`src/rtl/if_fetch_unit.sv`:
```
// Instruction fetch stage: one outstanding imem request, one-entry hold buffer, IF/ID register.
// Ports: clk/rst_n (sync, active-low), pc_addr/pc_stall/pc_plus4 to the PC register,
//   flush/id_stall from execute/decode, imem_req/addr/gnt/rvalid/rdata to memory,
//   if_id_valid/pc/instr to decode; perf_fetch_cnt/perf_stall_cnt when IF_PERF_EN is defined.
module if_fetch_unit #(
  parameter int WIDTH_I = 32
) (
  input  logic               clk,
  input  logic               rst_n,
  input  logic [WIDTH_I-1:0] pc_addr,
  output logic               pc_stall,
  output logic [WIDTH_I-1:0] pc_plus4,
  input  logic               flush,
  input  logic               id_stall,
  output logic               imem_req,
  output logic [WIDTH_I-1:0] imem_addr,
  input  logic               imem_gnt,
  input  logic               imem_rvalid,
  input  logic [WIDTH_I-1:0] imem_rdata,
  output logic               if_id_valid,
  output logic [WIDTH_I-1:0] if_id_pc,
  output logic [WIDTH_I-1:0] if_id_instr
`ifdef IF_PERF_EN
  ,
  output logic [31:0]        perf_fetch_cnt,
  output logic [31:0]        perf_stall_cnt
`endif
);

  typedef enum logic [2:0] {
    IDLE,
    REQ,
    WAIT,
    HOLD,
    DROP
  } state_t;

  state_t             state_q;
  logic [WIDTH_I-1:0] req_pc_q;
  logic               hold_vld_q;
  logic [WIDTH_I-1:0] hold_pc_q;
  logic [WIDTH_I-1:0] hold_instr_q;

  logic               grant;
  logic               id_free;
  logic               wait_load;
  logic               hold_load;
  logic               load;
  logic [WIDTH_I-1:0] load_pc;
  logic [WIDTH_I-1:0] load_instr;

  // A flushing cycle never issues, so the redirect cannot race a grant.
  assign imem_req  = (state_q == REQ) & ~flush;
  assign imem_addr = pc_addr;
  assign grant     = imem_req & imem_gnt;
  assign pc_stall  = ~(grant | flush);
  assign pc_plus4  = pc_addr + WIDTH_I'(4);

  // IF/ID can take new data if empty or being consumed this cycle.
  assign id_free   = ~if_id_valid | ~id_stall;
  assign wait_load = (state_q == WAIT) & imem_rvalid
                   & ~flush & id_free;
  assign hold_load = (state_q == HOLD) & hold_vld_q
                   & ~flush & ~id_stall;
  assign load      = wait_load | hold_load;
  assign load_pc    = hold_load ? hold_pc_q : req_pc_q;
  assign load_instr = hold_load ? hold_instr_q : imem_rdata;

  always_ff @(posedge clk) begin
    if (!rst_n) begin
      state_q      <= IDLE;
      req_pc_q     <= '0;
      hold_vld_q   <= 1'b0;
      hold_pc_q    <= '0;
      hold_instr_q <= '0;
      if_id_valid  <= 1'b0;
      if_id_pc     <= '0;
      if_id_instr  <= '0;
    end else begin
      unique case (state_q)
        IDLE: state_q <= REQ;
        REQ: begin
          if (grant) begin
            state_q  <= WAIT;
            req_pc_q <= pc_addr;
          end
        end
        WAIT: begin
          if (imem_rvalid) begin
            if (flush || id_free) begin
              state_q <= REQ;
            end else begin
              state_q      <= HOLD;
              hold_vld_q   <= 1'b1;
              hold_pc_q    <= req_pc_q;
              hold_instr_q <= imem_rdata;
            end
          end else if (flush) begin
            state_q <= DROP;
          end
        end
        HOLD: begin
          if (flush || !id_stall) begin
            state_q    <= REQ;
            hold_vld_q <= 1'b0;
          end
        end
        // The in-flight response must still arrive before a new request.
        DROP: begin
          if (imem_rvalid) state_q <= REQ;
        end
        default: state_q <= IDLE;
      endcase

      if (flush) begin
        if_id_valid <= 1'b0;
      end else if (load) begin
        if_id_valid <= 1'b1;
        if_id_pc    <= load_pc;
        if_id_instr <= load_instr;
      end else if (!id_stall) begin
        if_id_valid <= 1'b0;
      end
    end
  end

`ifdef IF_PERF_EN
  always_ff @(posedge clk) begin
    if (!rst_n) begin
      perf_fetch_cnt <= '0;
      perf_stall_cnt <= '0;
    end else begin
      if (load) perf_fetch_cnt <= perf_fetch_cnt + 32'd1;
      if (state_q != IDLE && pc_stall)
        perf_stall_cnt <= perf_stall_cnt + 32'd1;
    end
  end
`endif

endmodule

```
`config.mk`:
```
export PLATFORM = sky130hd
export DESIGN_NAME = if_fetch_unit
export DESIGN_NICKNAME = d
export VERILOG_FILES = /design/src/rtl/if_fetch_unit.sv
export SDC_FILE = /design/constraint.sdc
export NUM_CORES = 1
export LEC_CHECK = 0
export BUFFER_PORTS_ARGS = -buffer_cell sky130_fd_sc_hd__clkbuf_2
export CAP_MARGIN = 10
export CORE_MARGIN = 8
export CORE_UTILIZATION = 52
export DETAILED_ROUTE_END_ITERATION = 16
export GPL_TIMING_DRIVEN = 0
export PLACE_DENSITY = 0.79
export SLEW_MARGIN = 10
export SYNTH_ARGS = -nofsm -noshare
export SYNTH_HDL_FRONTEND = slang
export SYNTH_SLANG_ARGS = --single-unit
```
`constraint.sdc`:
```
create_clock -name clk -period 2.5 [get_ports clk]
set_clock_uncertainty 0.05 [all_clocks]
set_input_delay 0.125 -clock clk [delete_from_list [all_inputs] [get_ports clk]]
set_output_delay 0.125 -clock clk [all_outputs]
set_load 0.05 [all_outputs]
```
* After elaboration in Yosys (flattened, before gate mapping)
Cells that the tools add are included.
Widths: inputs -> output; s select.
** Storage, ports and cells
- Input bits :: 70
- Bits in registers :: 165
** Cells by class
- Mux-type cells :: 15
- Eq/ne operators :: 11
- Bitwise gates (word level) :: 17
- $add $sub $neg :: 1
- Reduce and logical (&&, ||, !) cells :: 11
** Operators with widths (number)
- $mux 32 :: 2
- $add 32x3->32 const B :: 1
- $mux 3 :: 5
- $pmux 3 s5 :: 1
- $and 1x1->1 :: 8
- $ne 2x2->1 const B :: 4
- $reduce_and 4->1 :: 2
- $eq 3x2->1 const B :: 2
- $not 1->1 :: 6
- $mux 1 :: 5
- $ne 2x1->1 const B :: 2
- $reduce_and 2->1 :: 2
- $eq 3x1->1 const B :: 1
- $eq 3x3->1 const B :: 1
- $logic_not 3->1 :: 1
- $ne 3x3->1 const B :: 1
- $or 1x1->1 :: 3
- $reduce_and 3->1 :: 1
- $logic_or 1x1->1 :: 2
- $mux 2 :: 1
- $pmux 1 s2 :: 1
- $reduce_bool 2->1 :: 1
- $reduce_or 2->1 :: 1
- $logic_not 1->1 :: 1

* Depth between registers and ports, before layout
Gate-level depths: netlist (run 1).
- Depth in word-level cells :: 6
- Mapped depth :: 7
- Gate-level depth less buffers :: 5

* Worst setup path after synthesis (run 1)
Ideal clock, no wire load.
- Kind :: reg2reg
- From :: register state_q[0]
- To :: register req_pc_q[10]
- Path buffers :: 1
- Arrival :: 2.890 ns
- Slack :: -0.572 ns
- Cell stages (with the launch flop) :: 6
- Data required time :: 2.318 ns
- Cells stage by stage :: dfxtp_1 nor4b_1 nand2_1 clkbuf_1 nand2_1 a21oi_1
** On the way
- Cells in the longest elaborated chain, start to end :: 4
** Ends and longest elaborated chain
- from (decl) :: RTL line 38 : state_t state_q;
- from (signal assigned) :: RTL line 71 : state_q <= IDLE;
- from (signal assigned) :: RTL line 81 : IDLE: state_q <= REQ;
- from (signal assigned) :: RTL line 84 : state_q <= WAIT;
- $eq 3x1->1 :: RTL line 53 : assign imem_req = (state_q == REQ) & ~flush;
- $and 1x1->1 :: RTL line 53
- via imem_req :: RTL line 15 : output logic imem_req,
- $and 1x1->1 :: RTL line 55 : assign grant = imem_req & imem_gnt;
- $reduce_and 2->1 (no line)
- to (signal assigned) :: RTL line 85 : req_pc_q <= pc_addr;
- to (decl) :: RTL line 39 : logic [WIDTH_I-1:0] req_pc_q;
The timed path passes the listed nets, and every way through them passes these cells.
A chain may end at the register's enable or synchronous reset.

* Worst setup path in the final report (run 1)
- From :: input pc_addr[12]
- To :: output pc_plus4[15]
** On the way
- Cells in the longest elaborated chain, start to end :: 1
** Ends and longest elaborated chain
- from (decl) :: RTL line 10 : input logic [WIDTH_I-1:0] pc_addr,
- $add 32x3->32 :: RTL line 57 : assign pc_plus4 = pc_addr + WIDTH_I'(4);
- to (decl) :: RTL line 12 : output logic [WIDTH_I-1:0] pc_plus4,
No other way between the ends.

==> impl_results.md, run 1 <==
* Max-cap violation count at 0
* Drc violations at 0
* DRT iter0 DRCs at 542
* Setup_tns at 0 ns
* All-Layer GR Usage at 24.3%
* Mapped Cells at 944
* Sequential area share after synthesis at 44.7%
* VDD IR-drop max at 463 uV
* Postcts setup bufs at 0
* Area Growth Syn to Fin at 33.1%
* Final worst-path cycle share at 91.7%
* Crit. End Element: primary output
* Die height at 135 um
* Area after DPL at 8620 um^2
* Worst-Skew Late Latency at 0.42 ns
* Crit path DAT at 2.12 ns
* Syn avg cell area at 7.83 um^2
* CP max FO at 7
* Leakage at 3.81 nW
* Root buffer cell: clkbuf_16
* Power Density at 608 nW/um^2
* Initial core utilization at 53.3%
* CP Data Required Time at 2.33 ns
* Min Tclk post-route at 2.29 ns
* Core Region at 13900 um^2
* Ant diodes at 0
* Synth area leader: dfxtp_1
* Port Buffer Count at 198
* Most frequent cells in the layout: nand2_1 (269), clkbuf_2 (198), dfxtp_1 (165), a21oi_1 (162), nand3_1 (78)
* CTS tree: done
* Routed len/inst at 16.0 um
* Status: completed
* Nets@finish at 1297
* WL final at 22.6 mm
* Vias in the first global route at 7498
* Synth warn at 0
* Die area at 18300 um^2
* DIE WIDTH at 135 um
* RSZ-0062 raised after global routing: no
* CTS H-Tree Depth at 4
* FF+latch count, synth at 165
* Final cell count without fillers at 1416
* Fmax at 436 MHz
* Top cells by area, synth: dfxtp_1 (45%), nand2_1 (14%), a21oi_1 (11%), a311oi_1 (7.6%), nand3_1 (5.3%)
* Commonest non-fill, non-tap cell in the layout: nand2_1
* Synth top area share at 44.7%
* Slew @ Worst Pin at 0.665 ns
* Detailed Routing Iterations Pass 1 at 5
* Slew Viols, Final at 0
* Setup crit start kind: input port
* Largest net degree at the start of global routing at 17
* Critical path type: in2out
* Synthesized Nets at 1015
* CTS buffer count at 17
* Final setup violation count at 0
* Final Hold Fails at 0
* Post-synth EDFFs at 0
* Final core utilization at 70.9%
* Clk slew on worst S/H paths at 0.06 ns
* Via/cell ratio at 5.42
* Hold Path Class: in2reg
* Final ANT Viol Nets at 0
* Synth Flop Type: dfxtp_1
* Initial antenna violation count at 0
* RD Place Congestion at 0.888
* FILL cells at 1141
* Share of synthesized registers carrying an async set or reset at 0%
* Boundary Pins at 201
* Synth unique cells at 37
* Share of cells above drive strength 1 at 24.7%
* First-pass GRT wire length at 36.6 mm
* Clock Path Buffers at 2
* Row cnt at 43
* Clock tree sinks at 165
* Design area at 9850 um^2
* Post-synthesis cell area at 7400 um^2
* DP Wirelength at 15.8 mm
* Gr ovfl total at 0
* Hold_ws at 0.0203 ns
* Vias at 7672
* R2r setup slk at 0.27 ns
* Post-Place Cells at 1322
* Slew Limit Headroom at 55.5%
==> sequential cells by signal, indices dropped and copies added, names as in the netlist <==
name	count
hold_instr_q	32
hold_pc_q	32
hold_vld_q	1
if_id_instr	32
if_id_pc	32
if_id_valid	1
req_pc_q	32
state_q	3
==> synth_stat cells, types with 4 or more instances <==
library cell / instances
a21oi_1: 162
a311oi_1: 64
and4_1: 5
buf_1: 6
buf_2: 32
buf_4: 39
clkbuf_1: 37
dfxtp_1: 165
nand2_1: 269
nand3_1: 78
nand4_1: 12
nor2_1: 6
nor2b_1: 4
xnor2_1: 24
xor2_1: 4
==> final timing paths <==
check,start,to,cells after the start
worst max-delay path,pc_addr[12],pc_plus4[15],7
worst min-delay path,pc_addr[13],req_pc_q[13],3
worst max register to register,state_q[1],hold_pc_q[1],5
worst min register to register,hold_instr_q[11],hold_instr_q[11],2
==> metal layers <==
layer	GRT usage (%)	wire (um)
met2	39.2	10600
met3	5.68	1600
met5	0	0
met4	11.5	801
met1	30.0	9610
==> power breakdown <==
part / switching (mW) / internal (mW)
clock network: 0.991 / 1.55
logic: 0.515 / 0.254
registers: 0.0221 / 2.66
==> worst max-delay path, cell delays in order <==
cell and delay (ns):
dlygate4sd3_1 0.52, clkbuf_2 0.15, inv_1 0.11, nor4_4 0.48, nand4_1 0.17, xnor2_1 0.24, clkbuf_2 0.32
==> cells by family after synthesis <==
logic type	Yosys count	share of synthesized area, %
adders and majority gates	1	0.169
and+or+nand+nor	392	23.3
xor gates and xnor gates	28	3.32
buffers and inverters	121	8.97
DFF	165	44.7
AOI/OAI and AO/OA	236	19.5
muxes	1	0.135
==> per-stage QoR <==
step / power (mW) / setup WS, ns
finish: 5.98 / 0.206
global route: 6.16 / 0.0389
CTS: 6.00 / 0.0146
detailed placement: 3.42 / 0.341
global placement: 3.41 / 0.366
floorplan: 3.20 / 0.239
==> final cells by class <==
class | instances | area [um^2] | share of cell area (%)
well taps | 180 | 225 | 2.29
multi-input cells | 658 | 3440 | 35.0
repair buffers | 263 | 1640 | 16.7
inverters | 4 | 15.0 | 0.152
clock inverters | 10 | 135 | 1.37
flip-flops and latches | 165 | 3300 | 33.5
plain buffers | 117 | 648 | 6.58
clock buffers | 19 | 433 | 4.40
==> timing repair <==
action,4_1_cts,5_1_grt
hold buffers,65,0
gates resized for setup,0,1
setup endpoints to repair,0,6
endpoints found under the hold margin,99,0
Note: power is estimated with default switching activity, not from simulation.
==> inputs of run 2 (changes only) <==
--- a/config.mk
+++ b/config.mk
@@ -8,10 +8,10 @@
 export BUFFER_PORTS_ARGS = -buffer_cell sky130_fd_sc_hd__clkbuf_2
 export CAP_MARGIN = 10
 export CORE_MARGIN = 8
-export CORE_UTILIZATION = 52
+export CORE_UTILIZATION = 40
 export DETAILED_ROUTE_END_ITERATION = 16
 export GPL_TIMING_DRIVEN = 0
-export PLACE_DENSITY = 0.79
+export PLACE_DENSITY = 0.64
 export SLEW_MARGIN = 10
 export SYNTH_ARGS = -nofsm -noshare
 export SYNTH_HDL_FRONTEND = slang
==> run 2 against run 1 <==
First-iteration DRC count is 4.4% higher. Core utilization is 16 points lower. Clock power is 2% higher. Power is 0.92% higher. Worst setup slack better by 0.050 ns. Sequential cell count stayed put.
==> impl_results.md, run 2 (synthesis results as in run 1) <==
* Most frequent cells in the layout: nand2_1 (269), clkbuf_2 (198), dfxtp_1 (165), a21oi_1 (162), nand3_1 (78)
* Pre-CTS WS at 0.311 ns
* Worst-Skew Late Latency at 0.43 ns
* Final Hold Fails at 0
* Via/cell ratio at 5.08
* Slew @ Worst Pin at 0.676 ns
* Switching pwr at 1.55 mW
* Initial core utilization at 41.0%
* Largest net degree at the start of global routing at 17
* RD Place Congestion at 0.810
* Internal power at 4.49 mW
* Final ANT Viol Nets at 0
* Postcts setup bufs at 0
* WL final at 22.8 mm
* Slew Viols, Final at 0
* Routed len/inst at 15.5 um
* Clock Path Buffers at 2
* Hold Path Class: in2reg
* Leakage at 3.84 nW
* CP max FO at 7
* Reg-to-reg startpoint: state_q[1]
* Nets@finish at 1299
* Status: completed
* DP Wirelength at 16.4 mm
* Total power at 6.04 mW
* CTS tree: done
* Area after DPL at 8680 um^2
* Final setup violation count at 0
* Final worst-path cycle share at 89.7%
* Port Buffer Count at 198
* Gr ovfl total at 0
* DIE WIDTH at 152 um
* Part of the power in the clock network at 42.9%
* Area Growth Syn to Fin at 34.5%
* Detailed Routing Iterations Pass 1 at 5
* Boundary Pins at 201
* Drc violations at 0
* Setup_tns at 0 ns
* RSZ-0062 raised after global routing: no
* Final core utilization at 55.2%
* Die height at 152 um
* CP Launch Point: pc_addr[12]
* Seq pwr share at 44.4%
* Crit path DAT at 2.07 ns
* Max-cap violation count at 0
* Vias at 7467
* Root buffer cell: clkbuf_16
* Power Density at 607 nW/um^2
* CP Data Required Time at 2.33 ns
* Register area at 3300 um^2
* Commonest non-fill, non-tap cell in the layout: nand2_1
* Core Region at 18000 um^2
* Initial antenna violation count at 0
* CTS buffer count at 17
* All-Layer GR Usage at 19.2%
* CTS H-Tree Depth at 4
* Die area at 23100 um^2
* R2r setup slk at 0.32 ns
* Min Tclk post-route at 2.24 ns
* Reg-to-reg critical path endpoint: hold_instr_q[11]
* Crit. End Element: primary output
* R2R depth at 5
* Slew Limit Headroom at 54.9%
* First-pass GRT wire length at 36.9 mm
* Worst setup margin at 0.257 ns
* Clock tree sinks at 165
* Design area at 9950 um^2
* Share of cells above drive strength 1 at 24.7%
* Multi-input logic area at 3440 um^2
* DRT iter0 DRCs at 566
* Power share of the combinational group at 12.7%
* Setup crit start kind: input port
* Switching share of power at 25.7%
* Worst Setup EP: pc_plus4[25]
* Fmax at 446 MHz
* Row cnt at 49
* FILL cells at 1748
* Critical path type: in2out
* Clk slew on worst S/H paths at 0.06 ns
* VDD IR-drop max at 332 uV
* Ant diodes at 0
* Vias in the first global route at 7282
-- run 2: timing repair --
action                                  4_1_cts  5_1_grt
hold endpoints to repair                    100        0
hold buffers                                 67        0
gates resized for setup                       0        1
endpoints found under the setup margin        0        5
-- run 2: per-stage QoR --
step	std cells	hold WS [ns]
floorplan	944	0.154
global placement	1371	0.320
detailed placement	1371	0.322
CTS	1470	0.0819
global route	1470	0.155
finish	1470	0.0987
-- run 2: worst max-delay path: stages --
cell and delay (ns):
dlygate4sd3_1 0.52, clkbuf_2 0.15, inv_1 0.12, nor4_4 0.48, nand4_1 0.18, xnor2_1 0.18
clkbuf_2 0.30
-- run 2: layer usage --
metal	share of wire (%)	track usage [%]
met4	2.6	7.64
met1	46	24.0
met3	5.9	4.69
met2	46	31.3
met5	0	0
-- run 2: area by class of cell --
type / instances / area share [%]
flip-flops and latches: 165 / 33.2
clock buffers: 25 / 4.98
inverters: 4 / 0.151
well taps: 229 / 2.88
plain buffers: 117 / 6.51
multi-input cells: 658 / 34.6
repair buffers: 265 / 16.7
clock inverters: 7 / 0.956
-- run 2: how the worst min path moves through the flow --
| stage | startpoint | to | depth (start not counted) |
|---|---|---|---|
| after floorplan | imem_rvalid | state_q[2] | 1 |
| after global placement | imem_rdata[10] | hold_instr_q[10] | 3 |
| after detailed placement | imem_rdata[6] | hold_instr_q[6] | 3 |
| after CTS | imem_gnt | state_q[0] | 4 |
| after global routing | imem_gnt | state_q[0] | 4 |
| final | imem_gnt | state_q[0] | 4 |
-- run 2: power groups by stage --
stage | combinational (mW) | clock, mW | sequential [mW]
2_1_floorplan | 0.440 | 0 | 2.76
3_3_place_gp | 0.685 | 0 | 2.74
3_5_place_dp | 0.685 | 0 | 2.74
4_1_cts | 0.770 | 2.64 | 2.68
5_1_grt | 0.821 | 2.78 | 2.68
6_report | 0.767 | 2.59 | 2.68
==> inputs of run 3 (changes only) <==
--- a/config.mk
+++ b/config.mk
@@ -5,14 +5,16 @@
 export SDC_FILE = /design/constraint.sdc
 export NUM_CORES = 1
 export LEC_CHECK = 0
+export ABC_AREA = 1
 export BUFFER_PORTS_ARGS = -buffer_cell sky130_fd_sc_hd__clkbuf_2
-export CAP_MARGIN = 10
+export CAP_MARGIN = 25
 export CORE_MARGIN = 8
 export CORE_UTILIZATION = 40
 export DETAILED_ROUTE_END_ITERATION = 16
 export GPL_TIMING_DRIVEN = 0
-export PLACE_DENSITY = 0.64
+export PLACE_DENSITY = 0.63
 export SLEW_MARGIN = 10
 export SYNTH_ARGS = -nofsm -noshare
 export SYNTH_HDL_FRONTEND = slang
 export SYNTH_SLANG_ARGS = --single-unit
+export TNS_END_PERCENT = 100
==> run 3 against run 2 <==
Synthesized area rose by 3.9%. Power is 18% higher. Clock power rose by 4%. Critical path type unchanged. Worst setup slack got worse by 0.13 ns. Global-route usage grew 0.55 points. Critical endpoint is now pc_plus4[12]. Die area is 3.5% higher. Combinational power increased by 99%. Highest routed layer unchanged. Maximum frequency decreased by 5.6%.
==> impl_results.md, run 3 <==
* Status: completed
* Drc violations at 0
* Reg-to-reg critical path endpoint: hold_pc_q[6]
* R2r setup slk at 0.69 ns
* Worst-Skew Late Latency at 0.42 ns
* Instance count on the critical path at 9
* CP top delay family: buffers and inverters
* Area Growth Syn to Fin at 30.8%
* Hold path start: pc_addr[26]
* Postcts setup bufs at 0
* CTS buffer count at 17
* Slew Limit Headroom at 62.4%
* Synthesized Nets at 1195
* Via/cell ratio at 4.85
* Share of cells above drive strength 1 at 22.0%
* Final cell count without fillers at 1634
* Count leader, synth: nand2_1
* Detailed Routing Iterations Pass 1 at 5
* Syn avg cell area at 6.84 um^2
* Final worst-path cycle share at 95.0%
* Routed len/inst at 14.5 um
* Hold Path Class: in2reg
* Reg-to-reg startpoint: state_q[2]
* Setup_tns at 0 ns
* Initial antenna violation count at 0
* Mapped Cells at 1124
* Vias in the first global route at 7650
* Slew @ Worst Pin at 0.564 ns
* Compound-cell area share of the yosys netlist at 18.1%
* Initial core utilization at 40.9%
* Nets@finish at 1458
* Crit path DAT at 2.20 ns
* RSZ-0062 raised after global routing: no
* Die height at 155 um
* WL final at 23.7 mm
* CTS H-Tree Depth at 4
* Slowest cell on the critical path: dlygate4sd3_1
* Design area at 10100 um^2
* Most frequent cells in the layout: nand2_1 (197), clkbuf_2 (197), nor2_1 (193), dfxtp_1 (165), o21ai_0 (142)
* Clock Path Buffers at 2
* Leakage at 4.48 nW
* Critical path's largest stage delay at 0.53 ns
* First-pass GRT wire length at 38.8 mm
* Critical path type: in2out
* All-Layer GR Usage at 19.8%
* Final Hold Fails at 0
* Top cells by area, synth: dfxtp_1 (43%), nand2_1 (9.6%), nor2_1 (9.5%), o21ai_0 (9.2%), a21oi_1 (5.9%)
* DRT iter0 DRCs at 431
* Largest family of logic cells by synthesized area: simple AND/OR/NAND/NOR gates
* Max-cap violation count at 0
* Proportion of synthesized area in mux cells at 0%
* Clk slew on worst S/H paths at 0.06 ns
* Crit. End Element: primary output
* Sequential area share after synthesis at 43.0%
* Synth Area in XOR/XNOR at 1.71%
* VDD IR-drop max at 351 uV
* Post-Place Cells at 1557
* Post-synthesis cell area at 7680 um^2
* Hold path cells at 3
* Hold Path Sink: req_pc_q[26]
* Root buffer cell: clkbuf_16
* Buffers & Inverters on Critical Path at 4
* Port Buffer Count at 199
* Fmax at 421 MHz
* Ant diodes at 0
* CTS tree: done
* Vias at 7924
* Hold_ws at 0.00612 ns
* Area after DPL at 8970 um^2
* Synth cell count leaders: nand2_1 (197), nor2_1 (194), dfxtp_1 (165)
* Share of synthesized registers carrying an async set or reset at 0%
* Synth top area share at 43.0%
* RD Place Congestion at 0.895
* Adder-cell share of the synthesized area at 0.163%
* Row cnt at 50
* Final setup violation count at 0
* Post-Synth Simple-Gate Area at 25.0%
* Synth unique cells at 27
* DP Wirelength at 17.8 mm
* R2R depth at 8
* Die area at 23900 um^2
* Synth area leader: dfxtp_1
* Critical Path, Cell by Cell: dlygate4sd3_1, clkbuf_2, ha_1, nand3_1, inv_1, nand2_1, nor2_2, xor2_1, clkbuf_4
* CP max FO at 5
* Gr ovfl total at 0
* Post-synth EDFFs at 0
* Core Region at 18800 um^2
* Clock tree sinks at 165
* Synth warn at 0
* Synth Flop Type: dfxtp_1
* DIE WIDTH at 155 um
* CP Data Required Time at 2.33 ns
* Boundary Pins at 201
* Power Density at 706 nW/um^2
* Largest net degree at the start of global routing at 17
* Setup crit start kind: input port
* Min Tclk post-route at 2.38 ns
* Slew Viols, Final at 0
* FF+latch count, synth at 165
* Final ANT Viol Nets at 0
==> run 3: changes by cell type after synthesis, moves of 7 or more <==
cell and change:
a21oi_1 -71, a311oi_1 -64, inv_1 +80, nand2_1 -72, nand3_1 -16, nand4_1 -8
nor2_1 +188, nor3_1 +10, o21ai_0 +139, o21ai_1 +42, xnor2_1 -20, xor2_1 +7
==> run 3: cell families (layout without fill, tap and decap cells) <==
group	after synthesis	after routing
adders and majority gates	1	1
AOI/OAI and AO/OA	277	277
and+or+nand+nor	477	477
xor gates and xnor gates	15	15
buffers and inverters	189	465
DFF	165	165
==> run 3: per-stage QoR <==
stage / setup slack [ns] / total power [mW] / utilization, %
2_1_floorplan: 0.682 / 4.00 / -
3_3_place_gp: 0.550 / 4.40 / 47.8
3_5_place_dp: 0.601 / 4.41 / 47.8
4_1_cts: 0.0441 / 7.15 / 53.5
5_1_grt: 0.00462 / 7.42 / 53.6
6_report: 0.125 / 7.10 / 53.6
==> run 3: worst min-delay path: cells and delay by family <==
kind	cells	cell delay, ns
and+or+nand+nor	1	0.10
AOI/OAI and AO/OA	1	0.06
buffers and inverters	1	0.14
==> run 3: metal layers <==
layer	track usage, %	part of all wire (%)
met1	25.5	46
met2	32.8	46
met5	0	0
met3	4.54	6.5
met4	4.71	1.0
==> run 3: area by class of cell <==
type                    instances  area, um^2
clock buffers                  18         439
plain buffers                 102         597
fillers                      1933        8720
repair buffers                244        1450
multi-input cells             770        3460
well taps                     234         293
clock inverters                14         178
flip-flops and latches        165        3300
inverters                      87         327
==> run 3: report_power, final <==
part           internal (mW)  switching (mW)
Sequential              2.77           0.107
Combinational          0.450            1.08
Clock                   1.61            1.08
Total                   4.83            2.27
==> run 3: how the worst max path moves through the flow <==
stage	start	to	slack, ns
2_1_floorplan	pc_addr[2]	pc_plus4[12]	0.68
3_3_place_gp	pc_addr[3]	pc_plus4[12]	0.55
3_5_place_dp	pc_addr[2]	pc_plus4[12]	0.60
4_1_cts	pc_addr[3]	pc_plus4[12]	0.04
5_1_grt	pc_addr[2]	pc_plus4[16]	0.005
6_report	pc_addr[2]	pc_plus4[12]	0.12
==> run 3: timing repair <==
item | 4_1_cts | 5_1_grt
setup endpoints to repair | 0 | 3
gates resized for setup | 0 | 7
hold endpoints to repair | 67 | 0
hold buffers | 45 | 0
